`config.mk`:
```
export PLATFORM = sky130hd
export DESIGN_NAME = prog_mem_sequencer
export DESIGN_NICKNAME = d
export VERILOG_FILES = /design/src/rtl/prog_mem_sequencer_pkg.sv /design/src/rtl/pm_wait_counter.sv /design/src/rtl/prog_mem_sequencer.sv
export SDC_FILE = /design/constraint.sdc
export NUM_CORES = 1
export LEC_CHECK = 0
export BUFFER_PORTS_ARGS = -buffer_cell sky130_fd_sc_hd__buf_2
export CELL_PAD_IN_SITES_DETAIL_PLACEMENT = 1
export CELL_PAD_IN_SITES_GLOBAL_PLACEMENT = 2
export CORE_ASPECT_RATIO = 0.75
export CORE_MARGIN = 5
export CORE_UTILIZATION = 22
export DETAILED_ROUTE_END_ITERATION = 10
export HOLD_SLACK_MARGIN = 0.12
export PLACE_DENSITY_LB_ADDON = 0.1
export SLEW_MARGIN = 15
export SYNTH_ARGS = -nofsm -noshare
export SYNTH_HDL_FRONTEND = slang
export SYNTH_SLANG_ARGS = --single-unit
```
`constraint.sdc`:
```
create_clock -name clk -period 1.55 [get_ports clk]
set_clock_uncertainty 0.05 [all_clocks]
set_input_delay 0.0775 -clock clk [delete_from_list [all_inputs] [get_ports clk]]
set_output_delay 0.0775 -clock clk [all_outputs]
set_load 0.03 [all_outputs]
```
`src/rtl/prog_mem_sequencer_pkg.sv`:
```
// Shared types and defaults for the program-memory fetch sequencer.
package pm_seq_pkg;

    localparam int PC_W_DEF      = 14;
    localparam int LPM_AW_DEF    = 15;
    localparam int IRQ_VEC_W_DEF = 5;
    localparam int CNT_W         = 2;   // wide enough for ROM_LAT up to 3

    typedef enum logic [2:0] {
        S_PRIME    = 3'd0,
        S_FETCH    = 3'd1,
        S_LPM_WAIT = 3'd2,
        S_LPM_DONE = 3'd3,
        S_FLUSH    = 3'd4
    } seq_state_t;

    // Interrupt vectors are two words apart: target PC = {index, 1'b0}.
    function automatic logic [31:0] vec_to_pc(input logic [31:0] vec);
        return {vec[30:0], 1'b0};
    endfunction

endpackage

```
`src/rtl/pm_wait_counter.sv`:
```
// Loadable down-counter; done while the count sits at zero.
import pm_seq_pkg::*;

module pm_wait_counter #(
    parameter int W = CNT_W
) (
    input  logic         clk,
    input  logic         reset_n,
    input  logic         load,
    input  logic [W-1:0] load_val,
    output logic         done
);

    logic [W-1:0] cnt;

    // Load has priority; otherwise count down and park at zero.
    always_ff @(posedge clk or negedge reset_n) begin
        if (!reset_n)
            cnt <= '0;
        else if (load)
            cnt <= load_val;
        else if (cnt != '0)
            cnt <= cnt - 1'b1;
    end

    assign done = (cnt == '0);

endmodule

```
`src/rtl/prog_mem_sequencer.sv`:
```
// Program-memory fetch sequencer: arbitrates ROM port A between fetch and
// LPM reads, applies branch/interrupt redirects, holds fetch on stalls.
// Optional build macro PM_SEQ_IRQ_EN enables interrupt arbitration; without
// it the irq inputs are ignored and irq_ack / irq_ret_pc read as zero.
import pm_seq_pkg::*;

module prog_mem_sequencer #(
    parameter int PC_W      = PC_W_DEF,
    parameter int LPM_AW    = LPM_AW_DEF,
    parameter int ROM_LAT   = 1,
    parameter int IRQ_VEC_W = IRQ_VEC_W_DEF
) (
    input  logic                 clk,
    input  logic                 reset_n,
    input  logic [PC_W-1:0]      pc_cur,
    input  logic                 stall_req,
    input  logic                 br_req,
    input  logic [PC_W-1:0]      br_target,
    output logic                 br_ack,
    input  logic                 irq_req,
    input  logic [IRQ_VEC_W-1:0] irq_vec,
    input  logic                 irq_en,
    output logic                 irq_ack,
    output logic [PC_W-1:0]      irq_ret_pc,
    input  logic                 lpm_req,
    input  logic [LPM_AW-1:0]    lpm_addr_in,
    output logic                 lpm_ack,
    output logic [7:0]           lpm_data,
    input  logic [7:0]           pm_lpm_data,
    output logic                 pm_pc_inc,
    output logic                 pm_hold,
    output logic                 pm_pc_ovr,
    output logic [PC_W-1:0]      pm_pc_new,
    output logic                 pm_lpm_read,
    output logic [LPM_AW-1:0]    pm_lpm_addr,
    output logic                 instr_valid
);

    // Every counted state (LPM_WAIT, FLUSH) is entered with ROM_LAT-1 so it
    // lasts ROM_LAT cycles. PRIME starts with the counter at zero, so its
    // first cycle loads ROM_LAT-2 to cover the remaining cycles.
    localparam logic [CNT_W-1:0] LAT_LOAD   = CNT_W'(ROM_LAT - 1);
    localparam logic [CNT_W-1:0] PRIME_LOAD = (ROM_LAT > 1) ? CNT_W'(ROM_LAT - 2) : '0;

    seq_state_t        state, state_nxt;
    logic              prime_arm, prime_arm_set;
    logic              cnt_load, cnt_done;
    logic [CNT_W-1:0]  cnt_val;
    logic [LPM_AW-1:0] lpm_addr_q;
    logic              lpm_latch, lpm_cap;
    logic              irq_take, irq_ack_c;
    logic [PC_W-1:0]   irq_pc;

`ifdef PM_SEQ_IRQ_EN
    assign irq_take = irq_req & irq_en;
    assign irq_pc   = PC_W'(vec_to_pc(32'(irq_vec)));
`else
    logic unused_irq;
    assign unused_irq = ^{irq_req, irq_vec, irq_en, pc_cur};
    assign irq_take   = 1'b0;
    assign irq_pc     = '0;
`endif

    pm_wait_counter #(.W(CNT_W)) u_wait (
        .clk      (clk),
        .reset_n  (reset_n),
        .load     (cnt_load),
        .load_val (cnt_val),
        .done     (cnt_done)
    );

    // State register plus the LPM address / result and prime-arm flag.
    always_ff @(posedge clk or negedge reset_n) begin
        if (!reset_n) begin
            state      <= S_PRIME;
            prime_arm  <= 1'b0;
            lpm_addr_q <= '0;
            lpm_data   <= '0;
            lpm_ack    <= 1'b0;
        end else begin
            state   <= state_nxt;
            lpm_ack <= lpm_cap;
            if (prime_arm_set)
                prime_arm <= 1'b1;
            if (lpm_latch)
                lpm_addr_q <= lpm_addr_in;
            if (lpm_cap)
                lpm_data <= pm_lpm_data;
        end
    end

`ifdef PM_SEQ_IRQ_EN
    // Return address is the PC at the moment the interrupt is accepted.
    always_ff @(posedge clk or negedge reset_n) begin
        if (!reset_n)
            irq_ret_pc <= '0;
        else if (irq_ack_c)
            irq_ret_pc <= pc_cur;
    end
    assign irq_ack = irq_ack_c;
`else
    assign irq_ret_pc = '0;
    assign irq_ack    = 1'b0;
`endif

    // Next-state and program-memory controls; arbitration only in FETCH.
    always_comb begin
        state_nxt     = state;
        prime_arm_set = 1'b0;
        cnt_load      = 1'b0;
        cnt_val       = LAT_LOAD;
        lpm_latch     = 1'b0;
        lpm_cap       = 1'b0;
        irq_ack_c     = 1'b0;
        br_ack        = 1'b0;
        pm_pc_inc     = 1'b0;
        pm_hold       = 1'b0;
        pm_pc_ovr     = 1'b0;
        pm_pc_new     = '0;
        pm_lpm_read   = 1'b0;
        pm_lpm_addr   = '0;
        instr_valid   = 1'b0;
        case (state)
            S_PRIME: begin
                if (ROM_LAT <= 1 || (prime_arm && cnt_done)) begin
                    state_nxt = S_FETCH;
                end else if (!prime_arm) begin
                    prime_arm_set = 1'b1;
                    cnt_load      = 1'b1;
                    cnt_val       = PRIME_LOAD;
                end
            end
            S_FETCH: begin
                if (irq_take) begin
                    pm_pc_ovr = 1'b1;
                    pm_pc_new = irq_pc;
                    irq_ack_c = 1'b1;
                    cnt_load  = 1'b1;
                    state_nxt = S_FLUSH;
                end else if (br_req) begin
                    pm_pc_ovr = 1'b1;
                    pm_pc_new = br_target;
                    br_ack    = 1'b1;
                    cnt_load  = 1'b1;
                    state_nxt = S_FLUSH;
                end else if (lpm_req) begin
                    lpm_latch = 1'b1;
                    cnt_load  = 1'b1;
                    state_nxt = S_LPM_WAIT;
                end else if (stall_req) begin
                    pm_hold     = 1'b1;
                    instr_valid = 1'b1;
                end else begin
                    pm_pc_inc   = 1'b1;
                    instr_valid = 1'b1;
                end
            end
            S_LPM_WAIT: begin
                pm_lpm_read = 1'b1;
                pm_lpm_addr = lpm_addr_q;
                if (cnt_done)
                    state_nxt = S_LPM_DONE;
            end
            S_LPM_DONE: begin
                // Result and ack are registered together, so the ack pulse
                // lands in the first FLUSH cycle alongside valid lpm_data.
                pm_lpm_read = 1'b1;
                pm_lpm_addr = lpm_addr_q;
                lpm_cap     = 1'b1;
                cnt_load    = 1'b1;
                state_nxt   = S_FLUSH;
            end
            S_FLUSH: begin
                if (cnt_done)
                    state_nxt = S_FETCH;
            end
            default: state_nxt = S_PRIME;
        endcase
    end

endmodule

```
==> results.json, run 1 <==
{
  "violations": "setup timing",
  "worstMarginPinSlew_ns": 0.6769,
  "postRouteAntennaNets": 0,
  "p_per_area_nw_per_um2": 1688,
  "worst_hold_slack_ns": 0.1458,
  "synth-seq-area-share_pct": 45.63,
  "rows": 26,
  "post-dp-hpwl_um": 3366,
  "hold_start": "br_req",
  "cts.clk_slew.worst_paths_ns": 0.06,
  "cts_tree": "done",
  "ioPinCount": 122,
  "mostFrequentLayoutCell": "buf_2",
  "hp-class": "in -> reg",
  "syn_to_final_growth_pct": 79.94,
  "synthDistinctLibCells": 27,
  "cts.path.max_buffers": 2,
  "grt_first_pass_wirelength_um": 8017,
  "fin_crit_sh_pct": 112.6,
  "worstSetupEndpointType": "output port",
  "layout_setup_ws_ns": -0.1947,
  "core_area_um2": 6929,
  "fmax_ghz": 0.5732,
  "r2r_start": "state[2]",
  "synth-edff-count": 0,
  "relSlewSlack_pct": 54.87,
  "hold_violations": 0,
  "syn_area_um2": 1590,
  "drt-total-wl_um": 4957,
  "grtUsageTotal_pct": 11.11,
  "routed-via-count": 1348,
  "io_buffers": 85,
  "grt_antenna_before_repair": 0,
  "antenna_cells": 0,
  "final_util_pct": 41.30,
  "layout.nets": 319,
  "worst_setup_path_start_kind": "flip-flop",
  "place.gp.congestion": 0.7400,
  "cts_buffers": 5,
  "ir_drop_v": 0.0008339,
  "synthTopCellsByArea": "dfrtp_1 46%, mux2_4 17%, and2_1 12%",
  "drc": 0,
  "drv_cap": 0,
  "yosysWarnings": 0,
  "final.setup.tns_ns": -4.111,
  "setup_violations": 34,
  "final.min_clock_period_ns": 1.745,
  "p_leak_nw": 1.477,
  "place_inst": 315,
  "yosysTopAreaCellShare_pct": 45.63,
  "synth_top_area_cell": "dfrtp_1",
  "instances_no_fill": 354,
  "power.total_mw": 4.831,
  "syn_inst": 131,
  "ys_ff_latch": 29,
  "dieWidth_um": 108.2,
  "async_flop_share_pct": 100.0,
  "via_per_inst": 3.808,
  "initial_core_util_pct": 22.95,
  "drt_iter0_drc": 18,
  "crit_type": "reg -> out",
  "crit_fanout": 3,
  "synthFlopType": "dfrtp_1",
  "grt_max_degree": 30,
  "drive_above_1_share_pct": 65.63,
  "clk_latency_ns": 0.27,
  "drtPass1Iterations": 3,
  "dieArea_um2": 9047,
  "htree_levels": 2,
  "grt_pass1_vias": 1574,
  "drv_slew": 0,
  "rsz0062_at_grt": "true",
  "fp.dieH_um": 83.63,
  "required_ns": 1.42,
  "root_buffer": "clkbuf_8",
  "worstPathArrival_ns": 1.62,
  "layout_common_cells": "50 x buf_2, 36 x buf_6, 30 x and2_4",
  "worstSetupStartpoint": "state[2]",
  "avgRoutedWirePerCell_um": 14.00,
  "syn_area_per_cell_um2": 12.14,
  "cts_sinks": 29,
  "grt.overflow.total": 0,
  "status": "finished, violations left"
}
-- repair_timing --
item,CTS,global route
setup buffers,1,2
gates cloned,1,1
hold buffers,26,0
resized for setup,93,18
hold endpoints to repair,54,0
pin swaps,15,1
endpoints found under the setup margin,35,35
-- critical path, cell delays in order, from the launching register on --
cell and delay, ns:
dfrtp_1 0.38, nand2b_4 0.15, or4_4 0.47, inv_2 0.09
and2_4 0.14, buf_6 0.12
-- sequential cells by signal, indices dropped and copies added (netlist names) --
name        count
lpm_addr_q     15
lpm_data        8
state           3
u_wait.cnt      2
lpm_ack         1
-- cells in the mapped netlist (2+ instances only) --
library cell / n
and2_1: 30
dfrtp_1: 29
mux2_4: 18
buf_4: 17
nor2_1: 7
mux2_2: 5
inv_1: 3
a21oi_1: 2
buf_2: 2
-- area by class of cell --
class	count	area (µm²)
clock buffer	7	96.34
sequential	29	726.9
fill	766	4068
inverter	4	15.01
clock inverter	1	5.005
multi-input combinational	92	859.6
tap	98	122.6
timing repair buffer	123	1036
-- final timing paths --
| check | cells past startpoint | endpoint | slack (ns) |
|---|---|---|---|
| hold / removal | 4 | u_wait.cnt[1] | 0.15 |
| min in group asynchronous | 2 | lpm_data[4] | 0.33 |
| setup / recovery | 5 | pm_hold | -0.19 |
| max in group asynchronous | 2 | state[1] | 0.65 |
| setup reg to reg | 5 | lpm_data[0] | 0.01 |
| hold reg to reg | 1 | lpm_addr_q[14] | 0.46 |
-- report_power, final --
group	total (mW)	internal (mW)	leakage, nW	switching, mW
registers	1.35	1.13	0.347	0.216
logic	2.80	1.43	1.07	1.37
clock network	0.683	0.401	0.0542	0.282
total	4.83	2.96	1.48	1.87
-- per-stage QoR --
stage	instance area, µm²	setup WS, ns
2_1_floorplan	1658	-0.01878
3_3_place_gp	2122	0.07943
3_5_place_dp	2122	0.05194
4_1_cts	2768	-0.2069
5_1_grt	2861	-0.2562
6_report	2861	-0.1947
-- layer usage --
metal  GRT usage (%)  vias to the layer above  wire length, µm
li1                -                      641                -
met1           13.43                      652             2058
met4           2.064                        0               25
met3           3.403                        4              322
met2           19.47                       51             2552
met5               0                        -                0
-- cells by family (layout without fill, tap and decap cells) --
kind of cell	count (synthesis)	in the layout	share of synthesized area, %
multiplexers	23	23	20.53
other	1	15	0.2358
flip-flops	29	29	45.63
adder cells (fa/ha/maj)	2	2	1.416
buffers and inverters	24	135	10.31
AO/OA/AOI/OAI	4	4	1.338
AND/OR/NAND/NOR	47	47	19.98
XOR/XNOR	1	1	0.5508
Power figures use the tool's default switching activity.
==> run 2, diff against run 1 <==
- CORE_ASPECT_RATIO: 0.75 -> 0.8
==> run 2 against run 1 <==
Against the previous run:
- the flow still finishes with violations (setup timing)
- register-to-register slack got worse by 0.14 ns
- total power increased by 5.8%
- combinational power increased by 6%
- sequential power about the same
- largest cell class unchanged
- largest power group unchanged
==> results.json, run 2 (synthesized netlist as in run 1, its figures left out) <==
{
  "status": "finished, violations left",
  "violations": "setup timing",
  "worstMarginPinSlew_ns": 0.6700,
  "final_util_pct": 42.56,
  "worst_setup_path_start_kind": "flip-flop",
  "setup_violations": 58,
  "fill_cells": 754,
  "place.gp.congestion": 0.6832,
  "p_leak_nw": 1.531,
  "drtPass1Iterations": 2,
  "core_area_um2": 6959,
  "place_area_um2": 2116,
  "root_buffer": "clkbuf_8",
  "cts.clk_slew.worst_paths_ns": 0.06,
  "cts_tree": "done",
  "cts_sinks": 29,
  "via_per_inst": 3.846,
  "worstSetupEndpointType": "output port",
  "fmax_ghz": 0.5813,
  "grt_max_degree": 30,
  "dieArea_um2": 9039,
  "antenna_cells": 0,
  "rrSetupSlack_ns": -0.13,
  "layout_setup_ws_ns": -0.1702,
  "fin_crit_sh_pct": 111.0,
  "drt_iter0_drc": 18,
  "mostFrequentLayoutCell": "buf_2",
  "io_buffers": 85,
  "routed-via-count": 1350,
  "drv_cap": 0,
  "cts.path.max_buffers": 2,
  "r2r_start": "state[2]",
  "crit_type": "reg -> out",
  "relSlewSlack_pct": 55.34,
  "ioPinCount": 122,
  "final.setup.tns_ns": -6.165,
  "reg2regPathDepth": 7,
  "crit_fanout": 3,
  "rows": 27,
  "worstSetupStartpoint": "state[2]",
  "drv_slew": 0,
  "dpl_worst_slack_ns": 0.04590,
  "drt-total-wl_um": 4973,
  "timing.rr.end": "lpm_data[2]",
  "fin_area_um2": 2962,
  "dieWidth_um": 105.1,
  "drc": 0,
  "grt_antenna_before_repair": 0,
  "avgRoutedWirePerCell_um": 14.17,
  "rsz0062_at_grt": "true",
  "top_regs": "lpm_addr_q x15, lpm_data x8, state x3",
  "grtUsageTotal_pct": 10.75,
  "endpoint": "pm_hold",
  "htree_levels": 2,
  "grt_first_pass_wirelength_um": 7872,
  "fp.dieH_um": 86.05,
  "required_ns": 1.42,
  "worstPathArrival_ns": 1.59,
  "cts_buffers": 5,
  "initial_core_util_pct": 22.85,
  "drive_above_1_share_pct": 66.67,
  "clk_latency_ns": 0.27,
  "p_per_area_nw_per_um2": 1725,
  "largest_reg_flops": 15,
  "grt_pass1_vias": 1616,
  "top_register": "lpm_addr_q",
  "post-dp-hpwl_um": 3348,
  "layout_common_cells": "50 x buf_2, 45 x buf_6, 30 x and2_4",
  "syn_to_final_growth_pct": 86.23,
  "postRouteAntennaNets": 0,
  "final.min_clock_period_ns": 1.720,
  "hp-class": "in -> reg",
  "power.total_mw": 5.110,
  "ir_drop_v": 0.0008980,
  "layout.nets": 327,
  "hold_violations": 0,
  "grt.overflow.total": 0
}
-- run 2: power by group --
group / switching (mW) / internal, mW
registers: 0.213 / 1.13
logic: 1.42 / 1.54
clock network: 0.280 / 0.523
total: 1.92 / 3.19
-- run 2: worst min path at each step --
stage / start / to / slack (ns) / cells past startpoint
after floorplan: reset_n / lpm_ack / -0.27 / 0
after global placement: reset_n / lpm_data[0] / 0.1 / 1
after detailed placement: reset_n / lpm_data[0] / 0.11 / 1
after CTS: br_req / state[2] / 0.14 / 3
after global routing: lpm_req / state[0] / 0.20 / 3
final: lpm_req / state[0] / 0.17 / 3
-- run 2: final cells by class --
| type | instances | area (µm²) | area share [%] |
|---|---|---|---|
| Timing Repair Buffer | 130 | 1120 | 37.81 |
| Multi-Input combinational cell | 93 | 874.6 | 29.53 |
| Sequential cell | 29 | 726.9 | 24.55 |
| Tap cell | 87 | 108.9 | 3.676 |
| Clock buffer | 7 | 86.33 | 2.915 |
| Clock inverter | 1 | 30.03 | 1.014 |
| Inverter | 4 | 15.01 | 0.5070 |
-- run 2: per-stage QoR --
step           instances  hold slack (ns)
4_1_cts              345           0.1392
6_report             351           0.1738
3_5_place_dp         305           0.1103
5_1_grt              351           0.2022
2_1_floorplan        145          -0.2681
3_3_place_gp         305          0.09814
-- run 2: repair_timing --
action | 4_1_cts | 5_1_grt
buffers inserted | 5 | 6
hold endpoints to repair | 53 | 0
resized for setup | 109 | 13
pin swaps | 21 | 8
hold buffers | 25 | 0
setup endpoints to repair | 35 | 58
gates cloned | 2 | 2
-- run 2: layer usage --
layer	vias up	global-route usage, %	part of all wire [%]
met1	639	11.85	40
met2	52	19.71	53
met4	0	3.020	0.38
met3	2	3.612	6.9
li1	657	-	-
met5	-	0	0
-- run 2: critical path, stage by stage, from the launching register on --
cell,delay (ns)
dfrtp_1,0.38
nand2b_4,0.15
or4_4,0.46
inv_2,0.09
and2_4,0.13
buf_6,0.12
